## src/rtl/dac_spi_pkg.sv

```systemverilog
// dac_spi_pkg: shared types and constants for the DAC SPI driver
// Contents: FSM state enum, default frame length and default config nibble.
package dac_spi_pkg;
    typedef enum logic [2:0] {IDLE, LOAD, SHIFT, CS_HOLD, LDAC, DONE} state_e;
    localparam int FRAME_BITS = 16;
    localparam logic [3:0] CFG_DEFAULT = 4'b0011;
endpackage

```

## src/rtl/dac_spi_driver_sclk_divider.sv

```systemverilog
// sclk_divider: CLK_DIV-cycle half-period timer for the SPI clock
// Ports: clk, rst (sync, active high); clr_i holds the counter and phase at zero;
//        half_tick_o marks the last cycle of each half period; phase_o toggles after every half_tick_o.
module sclk_divider #(
    parameter int CLK_DIV = 4
) (
    input  logic clk,
    input  logic rst,
    input  logic clr_i,
    output logic half_tick_o,
    output logic phase_o
);
    localparam int CW = CLK_DIV > 1 ? $clog2(CLK_DIV) : 1;
    logic [CW-1:0] cnt_q, cnt_d;
    logic phase_q, phase_d;
    assign half_tick_o = cnt_q == CW'(CLK_DIV - 1);
    assign phase_o = phase_q;
    always_comb begin
        cnt_d = (clr_i || half_tick_o) ? '0 : cnt_q + 1'b1;
        phase_d = clr_i ? 1'b0 : phase_q ^ half_tick_o;
    end
    always_ff @(posedge clk) begin
        if (rst) begin
            cnt_q <= '0;
            phase_q <= 1'b0;
        end else begin
            cnt_q <= cnt_d;
            phase_q <= phase_d;
        end
    end
endmodule

```

## src/rtl/dac_spi_driver.sv

```systemverilog
// dac_spi_driver: sends changed DAC codes as {CFG_BITS, code} SPI frames (mode 0, MSB first), then pulses LDAC
// Ports: clk, rst (sync, active high); dac_code/no_order select the target code;
//        spi_sclk/spi_mosi/spi_cs_n drive the DAC, dac_ldac_n latches it;
//        busy (not IDLE), frame_done (one-cycle end-of-frame pulse), last_code (last code written).
// Option: define DAC_SLEW_EN to limit each frame's code change to MAX_STEP.
module dac_spi_driver
    import dac_spi_pkg::*;
#(
    parameter int DAC_WIDTH = 12,
    parameter int CLK_DIV = 4,
    parameter logic [3:0] CFG_BITS = CFG_DEFAULT
`ifdef DAC_SLEW_EN
    ,
    parameter int MAX_STEP = 64
`endif
) (
    input  logic                 clk,
    input  logic                 rst,
    input  logic [DAC_WIDTH-1:0] dac_code,
    input  logic                 no_order,
    output logic                 spi_sclk,
    output logic                 spi_mosi,
    output logic                 spi_cs_n,
    output logic                 dac_ldac_n,
    output logic                 busy,
    output logic                 frame_done,
    output logic [DAC_WIDTH-1:0] last_code
);
    localparam int FW = 4 + DAC_WIDTH;
    localparam int BW = $clog2(FW);
    state_e state_q, state_d;
    logic [FW-1:0] sh_q, sh_d;
    logic [BW-1:0] bit_q, bit_d;
    logic [DAC_WIDTH-1:0] frame_code_q, frame_code_d, last_code_q, last_code_d;
    logic init_q, init_d;
    logic [DAC_WIDTH-1:0] target, send_code;
    logic tick, phase, sclk_hi;
    sclk_divider #(.CLK_DIV(CLK_DIV)) u_div (
        .clk         (clk),
        .rst         (rst),
        .clr_i       (state_q == IDLE),
        .half_tick_o (tick),
        .phase_o     (phase)
    );
    // phase is 0 through LOAD, so each SHIFT bit starts on phase 1 (SCLK low) and ends on phase 0 (SCLK high)
    assign sclk_hi = !phase;
    assign target = no_order ? '0 : dac_code;
`ifdef DAC_SLEW_EN
    logic [DAC_WIDTH:0] diff, step;
    logic up;
    assign up = target > last_code_q;
    assign diff = up ? {1'b0, target} - {1'b0, last_code_q} : {1'b0, last_code_q} - {1'b0, target};
    assign step = diff > (DAC_WIDTH + 1)'(MAX_STEP) ? (DAC_WIDTH + 1)'(MAX_STEP) : diff;
    assign send_code = up ? DAC_WIDTH'({1'b0, last_code_q} + step) : DAC_WIDTH'({1'b0, last_code_q} - step);
`else
    assign send_code = target;
`endif
    always_comb begin
        state_d = state_q;
        sh_d = sh_q;
        bit_d = bit_q;
        frame_code_d = frame_code_q;
        last_code_d = last_code_q;
        init_d = init_q;
        case (state_q)
            IDLE: if (init_q || target != last_code_q) begin
                frame_code_d = send_code;
                sh_d = {CFG_BITS, send_code};
                bit_d = BW'(FW - 1);
                state_d = LOAD;
            end
            LOAD: state_d = tick ? SHIFT : LOAD;
            // SCLK falls on this tick: advance MOSI, or finish after bit 0
            SHIFT: if (tick && sclk_hi) begin
                if (bit_q == '0) state_d = CS_HOLD;
                else begin
                    bit_d = bit_q - 1'b1;
                    sh_d = {sh_q[FW-2:0], 1'b0};
                end
            end
            CS_HOLD: state_d = tick ? LDAC : CS_HOLD;
            LDAC: state_d = tick ? DONE : LDAC;
            DONE: begin
                last_code_d = frame_code_q;
                init_d = 1'b0;
                state_d = IDLE;
            end
            default: state_d = IDLE;
        endcase
    end
    always_ff @(posedge clk) begin
        if (rst) begin
            state_q <= IDLE;
            sh_q <= '0;
            bit_q <= '0;
            frame_code_q <= '0;
            last_code_q <= '0;
            init_q <= 1'b1;
        end else begin
            state_q <= state_d;
            sh_q <= sh_d;
            bit_q <= bit_d;
            frame_code_q <= frame_code_d;
            last_code_q <= last_code_d;
            init_q <= init_d;
        end
    end
    assign spi_cs_n = !(state_q == LOAD || state_q == SHIFT);
    assign spi_sclk = state_q == SHIFT && sclk_hi;
    assign spi_mosi = !spi_cs_n && sh_q[FW-1];
    assign dac_ldac_n = state_q != LDAC;
    assign busy = state_q != IDLE;
    assign frame_done = state_q == DONE;
    assign last_code = last_code_q;
endmodule

```

## config.mk

```make
export PLATFORM = sky130hd
export DESIGN_NAME = dac_spi_driver
export DESIGN_NICKNAME = d
export VERILOG_FILES = /design/src/rtl/dac_spi_pkg.sv /design/src/rtl/dac_spi_driver_sclk_divider.sv /design/src/rtl/dac_spi_driver.sv
export SDC_FILE = /design/constraint.sdc
export NUM_CORES = 1
export LEC_CHECK = 0
export BUFFER_PORTS_ARGS = -buffer_cell sky130_fd_sc_hd__buf_2
export CAP_MARGIN = 20
export CORE_UTILIZATION = 52
export DETAILED_ROUTE_END_ITERATION = 7
export PLACE_DENSITY_LB_ADDON = 0.12
export SYNTH_ARGS = -nofsm -noshare
export SYNTH_HDL_FRONTEND = slang
export SYNTH_SLANG_ARGS = --single-unit
```

## constraint.sdc

```tcl
create_clock -name clk -period 2.08 [get_ports clk]
set_clock_uncertainty 0.05 [all_clocks]
set_input_delay 0.208 -clock clk [delete_from_list [all_inputs] [get_ports clk]]
set_output_delay 0.208 -clock clk [all_outputs]
set_load 0.02 [all_outputs]
```

# Word-level counts from Yosys, hierarchy flattened

Index checks and enable logic that the tools add are counted.
Widths: inputs -> output; s select.

Memory bits (writable): 0
Output and inout port bits: 18
Bits in latches: 0
Memories: 0
Register bits: 51
Bits of input ports: 15
ROM bits: 0

Reduce and logical (&&, ||, !) cells: 17
Shifts and indexed selects: 0
Mux-type cells: 16
Multiply operators: 0
Add/subtract/negate cells: 2
Magnitude comparators: 0
Bitwise logic cells: 1
Div/mod/pow operators: 0
Eq/ne operators: 12

Operators with widths:

| kind                | number |
|---|---|
| $mux 16             | 3 |
| $pmux 16 s2         | 1 |
| $pmux 3 s5          | 1 |
| $mux 12             | 1 |
| $mux 3              | 4 |
| $mux 4              | 3 |
| $ne 12x12->1        | 1 |
| $ne 2x2->1 const B  | 4 |
| $pmux 4 s2          | 1 |
| $eq 3x2->1 const B  | 2 |
| $eq 3x3->1 const B  | 2 |
| $logic_not 4->1     | 1 |
| $reduce_and 4->1    | 1 |
| $reduce_or 2->1     | 2 |
| $sub 4x1->4 const B | 1 |
| $eq 3x1->1 const B  | 1 |
| $logic_and 1x1->1   | 3 |
| $logic_not 3->1     | 1 |
| $logic_or 1x1->1    | 3 |
| $ne 3x3->1 const B  | 1 |
| $reduce_and 3->1    | 1 |
| $reduce_bool 3->1   | 1 |
| $add 2x1->2 const B | 1 |
| $eq 2x2->1 const B  | 1 |
| other kinds (6)     | 7 |

# Logic depth before layout (Yosys ltp)

Word-level depth: 5
Depth in mapped cells: 9

# Modules after synthesis

From an unflattened synthesis, not the netlist that was laid out.

Cell total of the unflattened synthesis: 283
Area, all modules: 2509.9 um^2

Modules (own cells, without submodules):

| module         | times used | cells each | area each (um^2) |
|---|---|---|---|
| dac_spi_driver | 1          | 275        | 2397.3 |
| sclk_divider   | 1          | 8          | 112.6 |

# Worst setup path before layout

OpenSTA, ideal clock, no wires.

Path type: reg2reg
Start point: register last_code_q[0] (netlist: last_code[0])
End point: register sh_q[10]
Required time: 1.909 ns
Library setup time: 0.121 ns
Slack: 0.023 ns
Arrival: 1.885 ns
Stages on the path, launching flop included: 9
Cell sequence: dfxtp_1 -> and4bb_1 -> a31oi_1 -> o32ai_1 -> and4_1 -> buf_2 -> a21o_4 -> buf_12 -> mux2_4

Cells in the longest elaborated chain, start to end: 4

RTL lines:

| what                              | RTL line              | source |
|---|---|---|
| start, declared                   | dac_spi_driver.sv:34  | `logic [DAC_WIDTH-1:0] frame_code_q, frame_code_d, last_code_q, last_code_d;` |
| start signal, assigned            | dac_spi_driver.sv:104 | `last_code_q <= last_code_d;` |
| $ne 12x12->1                      | dac_spi_driver.sv:66  | `IDLE: if (init_q \|\| target != last_code_q) begin` |
| $logic_or 1x1->1                  | dac_spi_driver.sv:66  |  |
| $ne 2x2->1 (no source line)       | n/a                   |  |
| $reduce_and 4->1 (no source line) | n/a                   |  |
| end signal, assigned              | dac_spi_driver.sv:94  | `sh_q <= '0;` |
| end signal, assigned              | dac_spi_driver.sv:101 | `sh_q <= sh_d;` |
| end, declared                     | dac_spi_driver.sv:32  | `logic [FW-1:0] sh_q, sh_d;` |

Every way passes these cells.
A chain may end at the register's enable or synchronous reset.

# Worst setup path in the final report

Start point: register last_code_q[2] (netlist: last_code[2])
End point: register sh_q[8]

Same word-level chain as after synthesis.

==> impl_summary.log <==
[metrics] starting density of the core: 0.553
[metrics] area inside the core boundary: 4850 um^2
[metrics] leakage component of the power: 1.20 nW
[metrics] CTS H-tree depth: 2
[metrics] outcome: finished, final reports clean
[metrics] most numerous cell in the Yosys netlist: sky130_fd_sc_hd__nand2_1
[metrics] top cells by area in the synthesized netlist: sky130_fd_sc_hd__dfxtp_1 (38%), sky130_fd_sc_hd__nand2_1 (8.4%), sky130_fd_sc_hd__nor2_1 (4.8%)
[metrics] # nets final: 397
[metrics] kind of end point of the critical path: flop
[metrics] number of maximum-capacitance violations: 0
[metrics] number of inserted diodes: 0
[metrics] Congestion Overflow GR: 0
[metrics] count of buffers from port buffering: 32
[metrics] area occupied by multi-input gates: 1500 um^2
[metrics] Total Power Consumption: 1.83 mW
[metrics] wire length on met1: 3180 um
[metrics] share of final-layout standard cells stronger than drive strength 1: 0.198
[metrics] placement row count: 25
[metrics] Post-Layout Cell Count: 446
[metrics] net switching power: 0.464 mW
[metrics] Post-Syn Instances: 343
[metrics] insertion delay of the later-clocked pin in the worst-skew pair: 0.30 ns
[metrics] max_slew headroom: 0.695
[metrics] worst hold path type: input port to flop
[metrics] Tightest Pin Transition: 0.458 ns
[metrics] via count: 2439
[metrics] Seq/Total Area, Yosys: 0.381
[metrics] post-synth top area share: 0.381
[metrics] average detailed-routed wire length per instance: 13.9 um
[metrics] y dimension of the die: 73.8 um
[metrics] number of synthesized flops with an enable pin: 0
[metrics] Reg-to-Reg Start: last_code[2]
[metrics] first-pass GRT wire length: 10200 um
[metrics] total placed cells including tap cells: 439
[metrics] launch point of the worst hold path: rst
[metrics] cell-internal power: 1.36 mW
[metrics] Setup WS post-layout: 0.119 ns
[metrics] horizontal die dimension: 73.8 um
[metrics] power density over the cells: 602 nW/um^2
[metrics] gpl congestion: 0.856
[metrics] clock-pin slew of the registers on the worst-case setup and hold paths: 0.09 ns
[metrics] hold buffer count at CTS: 0
[metrics] worst supply voltage drop on vdd: 353 uV
[metrics] number of sinks handled by clock tree synthesis: 51
[metrics] required time of the critical path: 2.23 ns
[metrics] critical setup path kind: flop to flop
[metrics] number of buffers added by the clock tree synthesis step: 5
[metrics] RSZ-0062 raised after global routing: false
[metrics] maximum number of pins on one net before global-route repair: 29
[metrics] Non-Filler Cell Area, Final: 3030 um^2
[metrics] endpoints failing setup: 0
[metrics] metal2 WL: 2700 um
[metrics] part of the power in the clock network: 0.315
[metrics] switching portion of total power: 0.254
[metrics] Met3 Routed Length: 246 um
[metrics] highest layer used for signal routing: met4
[metrics] fin crit period: 1.96 ns
[metrics] number of failing hold endpoints at the final stage: 0
[metrics] DR DRC count: 0
[metrics] Yosys warning count: 0
[metrics] library cell occupying the most area in the post-synthesis netlist: sky130_fd_sc_hd__dfxtp_1
[metrics] Bufs on Longest Clock Path: 2
[metrics] number of top-level design ports: 33
[metrics] setup TNS: 0 ns
[metrics] Setup crit start kind: flop
[metrics] placed standard-cell area: 2940 um^2
[metrics] fill cell instance count of the final layout: 446
[metrics] number of cells on the worst hold path: 2
[metrics] average vias per placed instance: 5.47
[metrics] number of antenna violations at the first check in global routing: 0
[metrics] All-Layer GR Usage: 0.245
[metrics] count of different cell masters after synthesis: 47
[metrics] area growth from synthesis to layout: 13.2%
[metrics] Endpoint, Worst Hold: last_code[6]
[metrics] initial drt markers: 142
[metrics] ys async rst share: 0
[metrics] post-route antenna net violation count: 0
[metrics] area of the mapped netlist: 2680 um^2
[metrics] number of pins exceeding their max-slew limit in the final report: 0
[metrics] CTS root buffer: sky130_fd_sc_hd__clkbuf_8
[metrics] number of search-and-repair iterations in the first detailed-routing pass: 4
[metrics] top cell types by occurrence after synthesis: sky130_fd_sc_hd__nand2_1 (60), sky130_fd_sc_hd__dfxtp_1 (51), sky130_fd_sc_hd__nor2_1 (34)
[metrics] achievable clock frequency: 510 MHz
[metrics] net count of the mapped netlist: 361
[metrics] flop-to-flop setup slack: 0.12 ns
[metrics] crit path max fanout: 11
[metrics] share of total power in sequential cells: 0.564
[metrics] final clock period utilization by the worst path: 0.943
[metrics] reg2reg end: sh_q[8]
[metrics] via count of the first global-routing pass: 2175
[metrics] post-detailed-routing wire length: 6210 um
[metrics] die area: 5440 um^2
[metrics] TritonCTS clock tree: built
[metrics] length in cells of the worst reg-to-reg path: 6
[metrics] Arrival @ worst endpoint: 2.11 ns
[metrics] area taken by flip-flops and latches: 1020 um^2
[metrics] flip-flop and latch count after synthesis: 51
[metrics] predominant post-synthesis flop cell: sky130_fd_sc_hd__dfxtp_1
[metrics] placement-stage worst setup slack: 0.00195 ns
[metrics] HPWL Detailed: 4520 um
[metrics] portion of total power attributed to combinational logic: 0.120
[metrics] synthesized area per cell: 7.81 um^2
worst max-delay path, stage by stage, from the launching register on:
cell and delay (ns):
sky130_fd_sc_hd__dfxtp_1 0.35, sky130_fd_sc_hd__nor4bb_1 0.29, sky130_fd_sc_hd__a31oi_1 0.07, sky130_fd_sc_hd__o21ai_0 0.21
sky130_fd_sc_hd__and4_2 0.31, sky130_fd_sc_hd__a21o_4 0.22, sky130_fd_sc_hd__mux2_2 0.35
power groups by stage:
stage,Sequential [mW],Combinational [mW],Clock (mW)
floorplan,1.05,0.153,0
global placement,1.05,0.215,0
detailed placement,1.05,0.218,0
CTS,1.03,0.219,0.595
global route,1.03,0.244,0.627
finish,1.03,0.220,0.576
area by class of cell:
cell class | count | area share
multi-input cells | 260 | 0.493
flip-flops and latches | 51 | 0.337
repair buffers | 52 | 0.102
well taps | 67 | 0.0276
clock buffers | 6 | 0.0272
inverters | 9 | 0.0111
clock inverters | 1 | 0.00165
layout by cell type, fill, tap and decap left out, drive strengths merged, types with 4 or more instances in the layout:
cell type	instances
a31oi	18
nand2	60
nor2	36
a21oi	21
o21ai	25
nand3	16
xnor2	4
clkbuf	6
nand4	5
nand2b	12
inv	9
mux2	5
nor3	7
nand4b	4
dfxtp	51
buf	52
nor2b	8
mux2i	6
per-layer routing:
layer | global-route usage | up-vias
met4 | 0.0684 | 0
li1 | - | 1264
met2 | 0.382 | 47
met3 | 0.0480 | 8
met5 | 0 | -
met1 | 0.342 | 1120
what timing repair did:
| item | CTS | global route |
|---|---|---|
| endpoints found under the setup margin | 0 | 4 |
| buffers inserted | 0 | 0 |
| gates resized for setup | 0 | 2 |
flip-flops by register name, summed over array words and instances (netlist names):
name / flops
sh_q: 16
frame_code_q: 12
last_code: 12
bit_q: 4
state_q: 3
u_div.cnt_q: 2
init_q: 1
u_div.phase_o: 1
cell families after synthesis:
group,Yosys count,share of synthesized area
XOR/XNOR,6,0.0196
AO/OA/AOI/OAI,80,0.183
flip-flops,51,0.381
AND/OR/NAND/NOR,160,0.296
adder cells (fa/ha/maj),3,0.0140
buffers and inverters,32,0.0612
multiplexers,11,0.0462
how the worst max path moves through the flow:
stage,startpoint,end,cells past startpoint
6_report,last_code[2],sh_q[8],6
5_1_grt,last_code[9],sh_q[7],6
4_1_cts,last_code[8],sh_q[8],6
3_5_place_dp,no_order,sh_q[8],7
3_3_place_gp,no_order,sh_q[8],7
2_1_floorplan,last_code[0],sh_q[10],8
per-stage QoR:
| stage | utilization | hold slack (ns) |
|---|---|---|
| 2_1_floorplan | - | 0.358 |
| 3_3_place_gp | 0.607 | 0.367 |
| 3_5_place_dp | 0.607 | 0.371 |
| 4_1_cts | 0.625 | 0.276 |
| 5_1_grt | 0.626 | 0.295 |
| 6_report | 0.626 | 0.266 |
No activity file was read; power rests on OpenSTA's default activity.
